[src/rtl/fetch_align.sv]
// Fetch/realign stage: word fetches from IMEM into a 4-halfword buffer, emits aligned 16/32-bit instructions.
// Latency: redirect to first InstrValid_o is 2 cycles plus IMEM latency; outputs are combinational from registers.
// Backpressure: InstrReady_i low holds the head stable; fetching stops once more than 2 halfwords are buffered.
module fetch_align #(
    parameter logic [31:0] RESET_PC = 32'h0000_0000
) (
    input  logic        clk_i,
    input  logic        rst_i,
    output logic        FetchReq_o,
    output logic [31:0] FetchAddr_o,
    input  logic [31:0] FetchData_i,
    input  logic        FetchValid_i,
    input  logic        Redirect_i,
    input  logic [31:0] RedirectPC_i,
    output logic [31:0] Instr_o,
    output logic [31:0] InstrPC_o,
    output logic        Compressed_o,
    output logic        InstrValid_o,
    input  logic        InstrReady_i
);

    typedef enum logic [1:0] {
        ST_IDLE = 2'd0,
        ST_WAIT = 2'd1,
        ST_KILL = 2'd2
    } state_t;

    state_t      r_state;
    state_t      w_state_nxt;
    logic [63:0] r_buf;
    logic [2:0]  r_count;
    logic [31:0] r_fetch_pc;
    logic [31:0] r_head_pc;
    logic        r_drop_first;

    logic        w_has;
    logic        w_comp;
    logic        w_req;
    logic        w_xfer;
    logic        w_push;
    logic [1:0]  w_pop;
    logic [1:0]  w_push_n;
    logic [2:0]  w_base;
    logic [2:0]  w_count_nxt;
    logic [31:0] w_push_dat;
    logic [31:0] w_push_msk;
    logic [63:0] w_shift;
    logic [63:0] w_ins_dat;
    logic [63:0] w_ins_msk;
    logic [63:0] w_buf_nxt;
    logic        w_unused;

    // Halfword 0 of the buffer lives in r_buf[15:0]; outputs read as zero while the buffer is empty.
    assign w_has        = (r_count != 3'd0);
    assign w_comp       = w_has & (r_buf[1:0] != 2'b11);
    assign Compressed_o = w_comp;
    assign InstrValid_o = w_comp | (r_count >= 3'd2);
    assign Instr_o      = !w_has ? 32'h0 : (w_comp ? {16'h0, r_buf[15:0]} : r_buf[31:0]);
    assign InstrPC_o    = r_head_pc;
    assign FetchAddr_o  = r_fetch_pc;

    assign w_req      = rst_i & (r_state == ST_IDLE) & (r_count <= 3'd2) & ~Redirect_i;
    assign FetchReq_o = w_req;
    assign w_xfer     = InstrValid_o & InstrReady_i & ~Redirect_i;
    assign w_pop      = !w_xfer ? 2'd0 : (w_comp ? 2'd1 : 2'd2);
    assign w_push     = (r_state == ST_WAIT) & FetchValid_i & ~Redirect_i;
    assign w_push_n   = !w_push ? 2'd0 : (r_drop_first ? 2'd1 : 2'd2);

    // Redirect targets are halfword aligned, so the byte-offset bit carries no information.
    assign w_unused = RedirectPC_i[0];

    // Pop first, then land the returned halfwords directly behind whatever remains.
    always_comb begin
        w_shift     = r_buf >> {w_pop, 4'b0000};
        w_base      = r_count - {1'b0, w_pop};
        w_push_dat  = r_drop_first ? {16'h0, FetchData_i[31:16]} : FetchData_i;
        w_push_msk  = r_drop_first ? 32'h0000_FFFF : 32'hFFFF_FFFF;
        w_ins_dat   = {32'h0, w_push_dat} << {w_base, 4'b0000};
        w_ins_msk   = {32'h0, w_push_msk} << {w_base, 4'b0000};
        w_buf_nxt   = w_push ? ((w_shift & ~w_ins_msk) | w_ins_dat) : w_shift;
        w_count_nxt = Redirect_i ? 3'd0 : (r_count - {1'b0, w_pop} + {1'b0, w_push_n});
    end

    always_comb begin
        w_state_nxt = r_state;
        case (r_state)
            ST_IDLE: if (w_req) w_state_nxt = ST_WAIT;
            ST_WAIT: begin
                if (FetchValid_i)    w_state_nxt = ST_IDLE;
                else if (Redirect_i) w_state_nxt = ST_KILL;
            end
            ST_KILL: if (FetchValid_i) w_state_nxt = ST_IDLE;
            default: w_state_nxt = ST_IDLE;
        endcase
    end

    always_ff @(posedge clk_i or negedge rst_i) begin
        if (!rst_i) begin
            r_state      <= ST_IDLE;
            r_buf        <= '0;
            r_count      <= 3'd0;
            r_fetch_pc   <= RESET_PC;
            r_head_pc    <= RESET_PC;
            r_drop_first <= 1'b0;
        end else begin
            r_state <= w_state_nxt;
            r_buf   <= w_buf_nxt;
            r_count <= w_count_nxt;
            if (Redirect_i) begin
                r_head_pc    <= {RedirectPC_i[31:1], 1'b0};
                r_fetch_pc   <= {RedirectPC_i[31:2], 2'b00};
                r_drop_first <= RedirectPC_i[1];
            end else begin
                if (w_req)  r_fetch_pc   <= r_fetch_pc + 32'd4;
                if (w_xfer) r_head_pc    <= r_head_pc + (w_comp ? 32'd2 : 32'd4);
                if (w_push) r_drop_first <= 1'b0;
            end
        end
    end

endmodule

[config.mk]
export PLATFORM = sky130hd
export DESIGN_NAME = fetch_align
export DESIGN_NICKNAME = d
export VERILOG_FILES = /design/src/rtl/fetch_align.sv
export SDC_FILE = /design/constraint.sdc
export NUM_CORES = 1
export LEC_CHECK = 0
export CAP_MARGIN = 20
export CORE_MARGIN = 8
export CORE_UTILIZATION = 52
export DETAILED_ROUTE_END_ITERATION = 6
export GPL_TIMING_DRIVEN = 0
export PLACE_DENSITY = 0.88
export SLEW_MARGIN = 25
export SYNTH_ARGS = -nofsm -noshare
export SYNTH_HDL_FRONTEND = slang
export SYNTH_SLANG_ARGS = --single-unit
[constraint.sdc]
create_clock -name clk_i -period 4.9 [get_ports clk_i]
set_input_delay 0.49 -clock clk_i [delete_from_list [all_inputs] [get_ports clk_i]]
set_output_delay 0.49 -clock clk_i [all_outputs]
set_load 0.005 [all_outputs]
## Yosys cells after proc, flatten, opt, wreduce, memory -nomap -nowiden

Cells that the tools add are included.

- Add/sub/neg operators: 4
- Magnitude comparators: 2
- Equal/unequal tests: 6
- Shift-type cells: 3
- Multiplexer cells: 22
- Bitwise operators: 13
- Reductions and logical operators: 6

Operators by type and width:

| cell | number |
|---|---|
| $mux W32 | 8 |
| $shl A32 B7 Y64 | 2 |
| $and A64 B64 Y64 | 1 |
| $mux W64 | 1 |
| $not A64 Y64 | 1 |
| $or A64 B64 Y64 | 1 |
| $shr A64 B6 Y64 | 1 |
| $add A32 B3 Y32 | 1 |
| $add A32 B3 Y32 const B | 1 |
| $mux W2 | 8 |
| $and A1 B1 Y1 | 8 |
| $mux W3 | 2 |
| $ne A2 B2 Y1 const B | 3 |
| $pmux W2 S3 | 1 |
| $reduce_bool A2 Y1 | 3 |
| $add A3 B2 Y3 | 1 |
| $ge A3 B2 Y1 const B | 1 |
| $le A3 B2 Y1 const B | 1 |
| $ne A3 B3 Y1 const B | 1 |
| $reduce_and A3 Y1 | 1 |
| $reduce_bool A3 Y1 | 1 |
| $sub A3 B2 Y3 | 1 |
| $eq A2 B1 Y1 const B | 1 |
| $eq A2 B2 Y1 const B | 1 |
| other kinds (4) | 5 |

- Register bits: 134
- Input bits: 69

## Longest topological paths before layout

- Word-level depth: 12
- Gate-level depth with buffers: 17

## Least setup slack after synthesis

Ideal clock, no wire load.

- Path kind: reg2reg
- Start: register r_count[1]
- End: register r_buf[53]
- Arrival time: 3.703 ns
- Required time: 4.779 ns
- Setup slack: 1.076 ns
- Cell stages (with the launch flop): 16
- Path buffers: 3
- Path through: dfrtp_1 > or3_2 > clkbuf_1 > nand2_2 > inv_2 > buf_1 > nand2_2 > inv_1 > ha_1 > fa_1 > xnor2_1 > nand2_1 > nor2_1 > a21oi_1 > clkbuf_1 > a22o_1

- Cells in the longest elaborated chain, start to end: 12
- Elaborated cells on any way between the ends: 16
- Those cells by class: add/sub: 1; order compare: 1; shift: 3; mux: 3; bitwise: 7; reduce/logical: 1

Ends and longest elaborated chain:

| what | line | text |
|---|---|---|
| from (decl) | 31 | `logic [2:0] r_count;` |
| from (signal assigned) | 108 | `r_count <= w_count_nxt;` |
| parallel branches: the longest is 11 deep, another holds $ge A3 B2 Y1 | - |  |
| $mux W64 (*) | 80 | `w_buf_nxt = w_push ? ((w_shift & ~w_ins_msk) \| w_ins_dat) : w_shift;` |
| named net w_buf_nxt[53] | 50 | `logic [63:0] w_buf_nxt;` |
| to (signal assigned) | 107 | `r_buf <= w_buf_nxt;` |
| to (decl) | 30 | `logic [63:0] r_buf;` |

Mark *: on every way through the listed nets, which the timed path passes.
A chain may end at the register's enable or synchronous reset.

## Worst setup path in the final report

- Start: register r_count[1]
- End: register r_buf[40]

The elaborated chain is that of the path after synthesis.

==> results by stage <==
Place:
- The worst setup slack after placement is -0.121 ns.
- In this run the cell area measured after placement is around 9900 um2.
- Summed over all nets, the half-perimeter wirelength after detailed placement is approximately 19,000 um.
- The count of buffers added on input and output ports is roughly 160.
- The placer congestion estimate is 0.961.

Timing:
- The final number of max-transition violations is 0.
- The relative max-transition margin is approximately a third.
- The number of hold-slack violations in the final timing report came to 0.
- The final period utilization is a little over nine tenths.
- The setup-violating endpoint count in the final report is 0.
- Counting I/O delays and the setup requirement, the final critical path takes 4.83 ns.
- The slew at the pin with the worst max-slew slack is around 1 ns.
- Setup repair after global routing could not meet its margin everywhere.
- Adding up every negative setup slack in the final design gives 0 ns.
- The setup slack of the critical path after layout is 0.0734 ns.
- The post-route clock skew is roughly 0.011 ns.
- Static timing analysis puts the maximum clock frequency at just over 0.2 GHz.

Setup path:
- The critical path arrival is just over 5 ns.
- The worst setup path is launched from a flop.
- Of all nets on the critical path, the largest fanout is 10.
- The element type at the critical path end is a flop.
- STA puts the critical path data required time at 5.18 ns.
- The category of the critical setup timing path is reg -> reg.

Cells and area:
- After routing the design area is 10,600 um2.
- The fraction of layout instances using a drive strength above 1 is roughly 7.5%.
- The final net count is about 1.1k.
- The number of fillers in the final layout is approximately 1.1k.
- From synthesis to final layout, the design area changed by 32.4%.
- The footprint of the multi-input gates is about 4400 um2.
- The number of antenna diodes in the final layout is 0.
- Across the whole layout, storage elements account for 3280 um2.

Die:
- The effective utilization at floorplan is about 53%.
- The floorplan step defined a core boundary enclosing 15,100 um2.
- In this run the vertical extent of the chip is roughly 140 um.
- The cell row count is 45.
- The area of the die is approximately 20,000 um2.
- 168 I/O pins were placed.
- The horizontal die dimension is 140 um.

Routing:
- Once detail routing completed, the nets flagged for antenna violations numbered 0.
- For this run, design rule violations remaining after detail routing come to 1.
- The DRC marker count from the first detailed-route iteration is 1,070.
- The sum of routed wire length over all layers is about 27,000 um.
- The first-pass detailed-route iteration total is 7.
- The via total after detailed routing is approximately 8k.
- The mean routed wirelength per cell is around 21 um.
- The average vias per placed instance is 6.33.

Global route:
- Summed over all layers, the global routing overflow is 0.
- The largest net degree at the start of global routing is 80.
- The via count of the first global-routing pass is between 7k and 8k.
- The initial antenna violation count was 0.
- The first global-routing pass estimated between 40,000 and 50,000 um of wire.
- For this run, the total global-route usage over all layers was measured as 26.9%.

CTS:
- CTS placed an instance of sky130_fd_sc_hd__clkbuf_16 at the clock tree root.
- The number of post-CTS setup repair buffers is 0.
- The later pin in the worst-skew pair is clocked with a latency of 0.44 ns.
- The CTS tree is built.
- The clock tree buffer depth is 2.
- The clock-pin slew on the worst setup and hold paths is ~0.060 ns.
- The H-tree was split into 4 levels.
- TritonCTS created 17 clock buffers.
- The number of clock sinks is between 100 and 150.

Yosys:
- Counting flops with an async set or reset pin after synthesis yields a share of 100%.
- The mean post-synth cell area is just over 9 um2.
- For this run, the number of Yosys warnings is 0.
- The number of enable-type register cells in the synthesized netlist is 0.
- The synthesized cell area is about 8000 um2.
- The flip-flop and latch count after synthesis is ~130.
- The number of distinct library cells after synthesis is between 50 and 60.
- Synthesis handed over a netlist of around 870 instances.
- In the synthesized netlist the dominant register cell turns out to be sky130_fd_sc_hd__dfrtp_1.
- Summing the sequential cell areas from Yosys gives about two fifths of the chip area.

Pwr:
- For this design the ratio of total power to cell area is ~420 nW/um2.
- Summed over all cells, the static leakage comes to 4.34 nW.
- VDD sags by at most 0.270 mV.

Flow run:
- The tool flagged a number of max-cap violations equal to 0.

Run status:
- The flow ran to the end, but the final reports show violations.
- The checks that failed: DRC.

Worst hold path:
- The path class of the tightest hold or removal check is reg -> reg.
cells by family after synthesis:
| family | count (synthesis) | synth area share (%) |
|---|---|---|
| and+or+nand+nor | 317 | 19.7 |
| AOI/OAI and AO/OA | 212 | 18.6 |
| DFF | 131 | 41.1 |
| buffers and inverters | 80 | 4.11 |
| muxes | 76 | 9.81 |
| xor gates and xnor gates | 48 | 5.27 |
| adders and majority gates | 7 | 1.38 |
| other | 1 | 0.0470 |
registers in the layout, summed over array words and instances (netlist names):
signal,count
r_buf,64
InstrPC_o,31
FetchAddr_o,30
r_count,3
r_state,2
r_drop_first,1
worst max-delay path, stage by stage (launching register included):
cell	delay (ns)
sky130_fd_sc_hd__dfrtp_1	0.39
sky130_fd_sc_hd__or3_2	0.47
sky130_fd_sc_hd__clkbuf_1	0.21
sky130_fd_sc_hd__nand2_2	0.23
sky130_fd_sc_hd__inv_2	0.16
sky130_fd_sc_hd__buf_1	0.29
sky130_fd_sc_hd__nand2_2	0.35
sky130_fd_sc_hd__inv_1	0.08
sky130_fd_sc_hd__ha_1	0.21
sky130_fd_sc_hd__fa_1	0.66
sky130_fd_sc_hd__nor2b_1	0.17
sky130_fd_sc_hd__clkbuf_1	0.41
sky130_fd_sc_hd__a21oi_1	0.18
sky130_fd_sc_hd__o22ai_2	0.32
sky130_fd_sc_hd__buf_2	0.36
sky130_fd_sc_hd__o22ai_1	0.16
power breakdown:
group | switching [W] | internal (W)
clock network | 0.000510 | 0.000915
logic | 0.000682 | 0.000677
registers | 0.000262 | 0.00135
total | 0.00145 | 0.00294
per-stage QoR:
step | cells | power [W] | hold WS [ns] | util (%)
after global placement | 1225 | 0.00288 | 0.519 | 65.3
after floorplan | 874 | 0.00237 | 0.194 | -
final | 1258 | 0.00440 | 0.550 | 70.0
after global routing | 1258 | 0.00459 | 0.555 | 70.0
after CTS | 1258 | 0.00435 | 0.540 | 69.9
after detailed placement | 1226 | 0.00294 | 0.440 | 65.5
final timing paths:
path | startpoint | endpoint | slack, ns | cells past startpoint
setup / recovery | r_count[1] | r_buf[40] | 0.07 | 15
hold / removal | r_buf[50] | r_buf[50] | 0.55 | 1
setup reg to reg | r_count[1] | r_buf[40] | 0.07 | 15
hold reg to reg | r_buf[50] | r_buf[50] | 0.55 | 1
max in group asynchronous | rst_i | FetchAddr_o[9] | 3.58 | 3
min in group asynchronous | rst_i | r_buf[19] | 0.57 | 2
synthesized netlist by cell type, drive strengths merged (3+ instances only):
cell | number | area share [%]
a211o | 16 | 1.8
a21boi | 12 | 1.1
a21oi | 40 | 2.5
a22o | 32 | 3.5
a22oi | 16 | 1.5
a31oi | 23 | 1.8
and2 | 23 | 1.8
and3 | 23 | 1.8
and4 | 5 | 0.55
buf | 16 | 1.1
clkbuf | 48 | 2.3
dfrtp | 131 | 41
fa | 3 | 0.75
ha | 4 | 0.63
inv | 16 | 0.75
mux2 | 18 | 2.5
mux2i | 58 | 7.3
nand2 | 79 | 3.8
nand2b | 9 | 0.71
nand3 | 25 | 1.6
nand4 | 17 | 1.4
nor2 | 87 | 4.1
nor2b | 4 | 0.31
nor3 | 16 | 1.0
nor4 | 14 | 1.1
o21ai | 36 | 2.3
o22ai | 8 | 0.63
o31a | 6 | 0.69
o31ai | 5 | 0.47
o32ai | 9 | 0.99
or3 | 3 | 0.27
or4 | 7 | 0.66
xnor2 | 34 | 3.7
xor2 | 14 | 1.5
cell usage in the layout, fill, tap and decap left out, types with 7 or more instances in the layout:
cell / n
sky130_fd_sc_hd__nand2b_1: 9
sky130_fd_sc_hd__a31oi_1: 23
sky130_fd_sc_hd__o21ai_0: 36
sky130_fd_sc_hd__o32ai_1: 9
sky130_fd_sc_hd__and3_1: 23
sky130_fd_sc_hd__a21oi_1: 39
sky130_fd_sc_hd__clkbuf_16: 17
sky130_fd_sc_hd__and2_1: 23
sky130_fd_sc_hd__a22o_1: 32
sky130_fd_sc_hd__nor2_1: 86
sky130_fd_sc_hd__dfrtp_1: 131
sky130_fd_sc_hd__clkdlybuf4s50_1: 162
sky130_fd_sc_hd__nor3_1: 16
sky130_fd_sc_hd__nand4_1: 16
sky130_fd_sc_hd__nand3_1: 25
sky130_fd_sc_hd__nor4_1: 14
sky130_fd_sc_hd__a22oi_1: 16
sky130_fd_sc_hd__a211o_1: 16
sky130_fd_sc_hd__o22ai_1: 7
sky130_fd_sc_hd__mux2i_1: 58
sky130_fd_sc_hd__or4_1: 7
sky130_fd_sc_hd__buf_2: 7
sky130_fd_sc_hd__a21boi_0: 12
sky130_fd_sc_hd__mux2_2: 18
sky130_fd_sc_hd__xnor2_1: 34
sky130_fd_sc_hd__nand2_1: 77
sky130_fd_sc_hd__inv_1: 15
sky130_fd_sc_hd__clkbuf_1: 46
sky130_fd_sc_hd__xor2_1: 14
layout make-up:
cell class                      count  area share [%]
Tap cell                          188            2.23
Clock buffer                       19            4.19
Inverter                           16           0.568
Sequential cell                   131            31.0
Buffer                             64            2.57
Clock inverter                     12            1.94
Multi-Input combinational cell    663            41.7
Timing Repair Buffer              165            15.8
what timing repair did:
item / CTS / global route
cloned: 0 / 0
setup endpoints to repair: 10 / 31
hold buffers: 1 / 0
hold endpoints to repair: 27 / 0
resized for setup: 1 / 9
routing by layer:
| layer | global-route usage (%) | share of wire, % | up-vias |
|---|---|---|---|
| met5 | 0 | 0 | - |
| met4 | 12.2 | 4.2 | 0 |
| met3 | 9.41 | 11 | 118 |
| met2 | 43.4 | 46 | 543 |
| met1 | 31.9 | 38 | 3756 |
| li1 | - | - | 3547 |
Power figures use the tool's default switching activity.
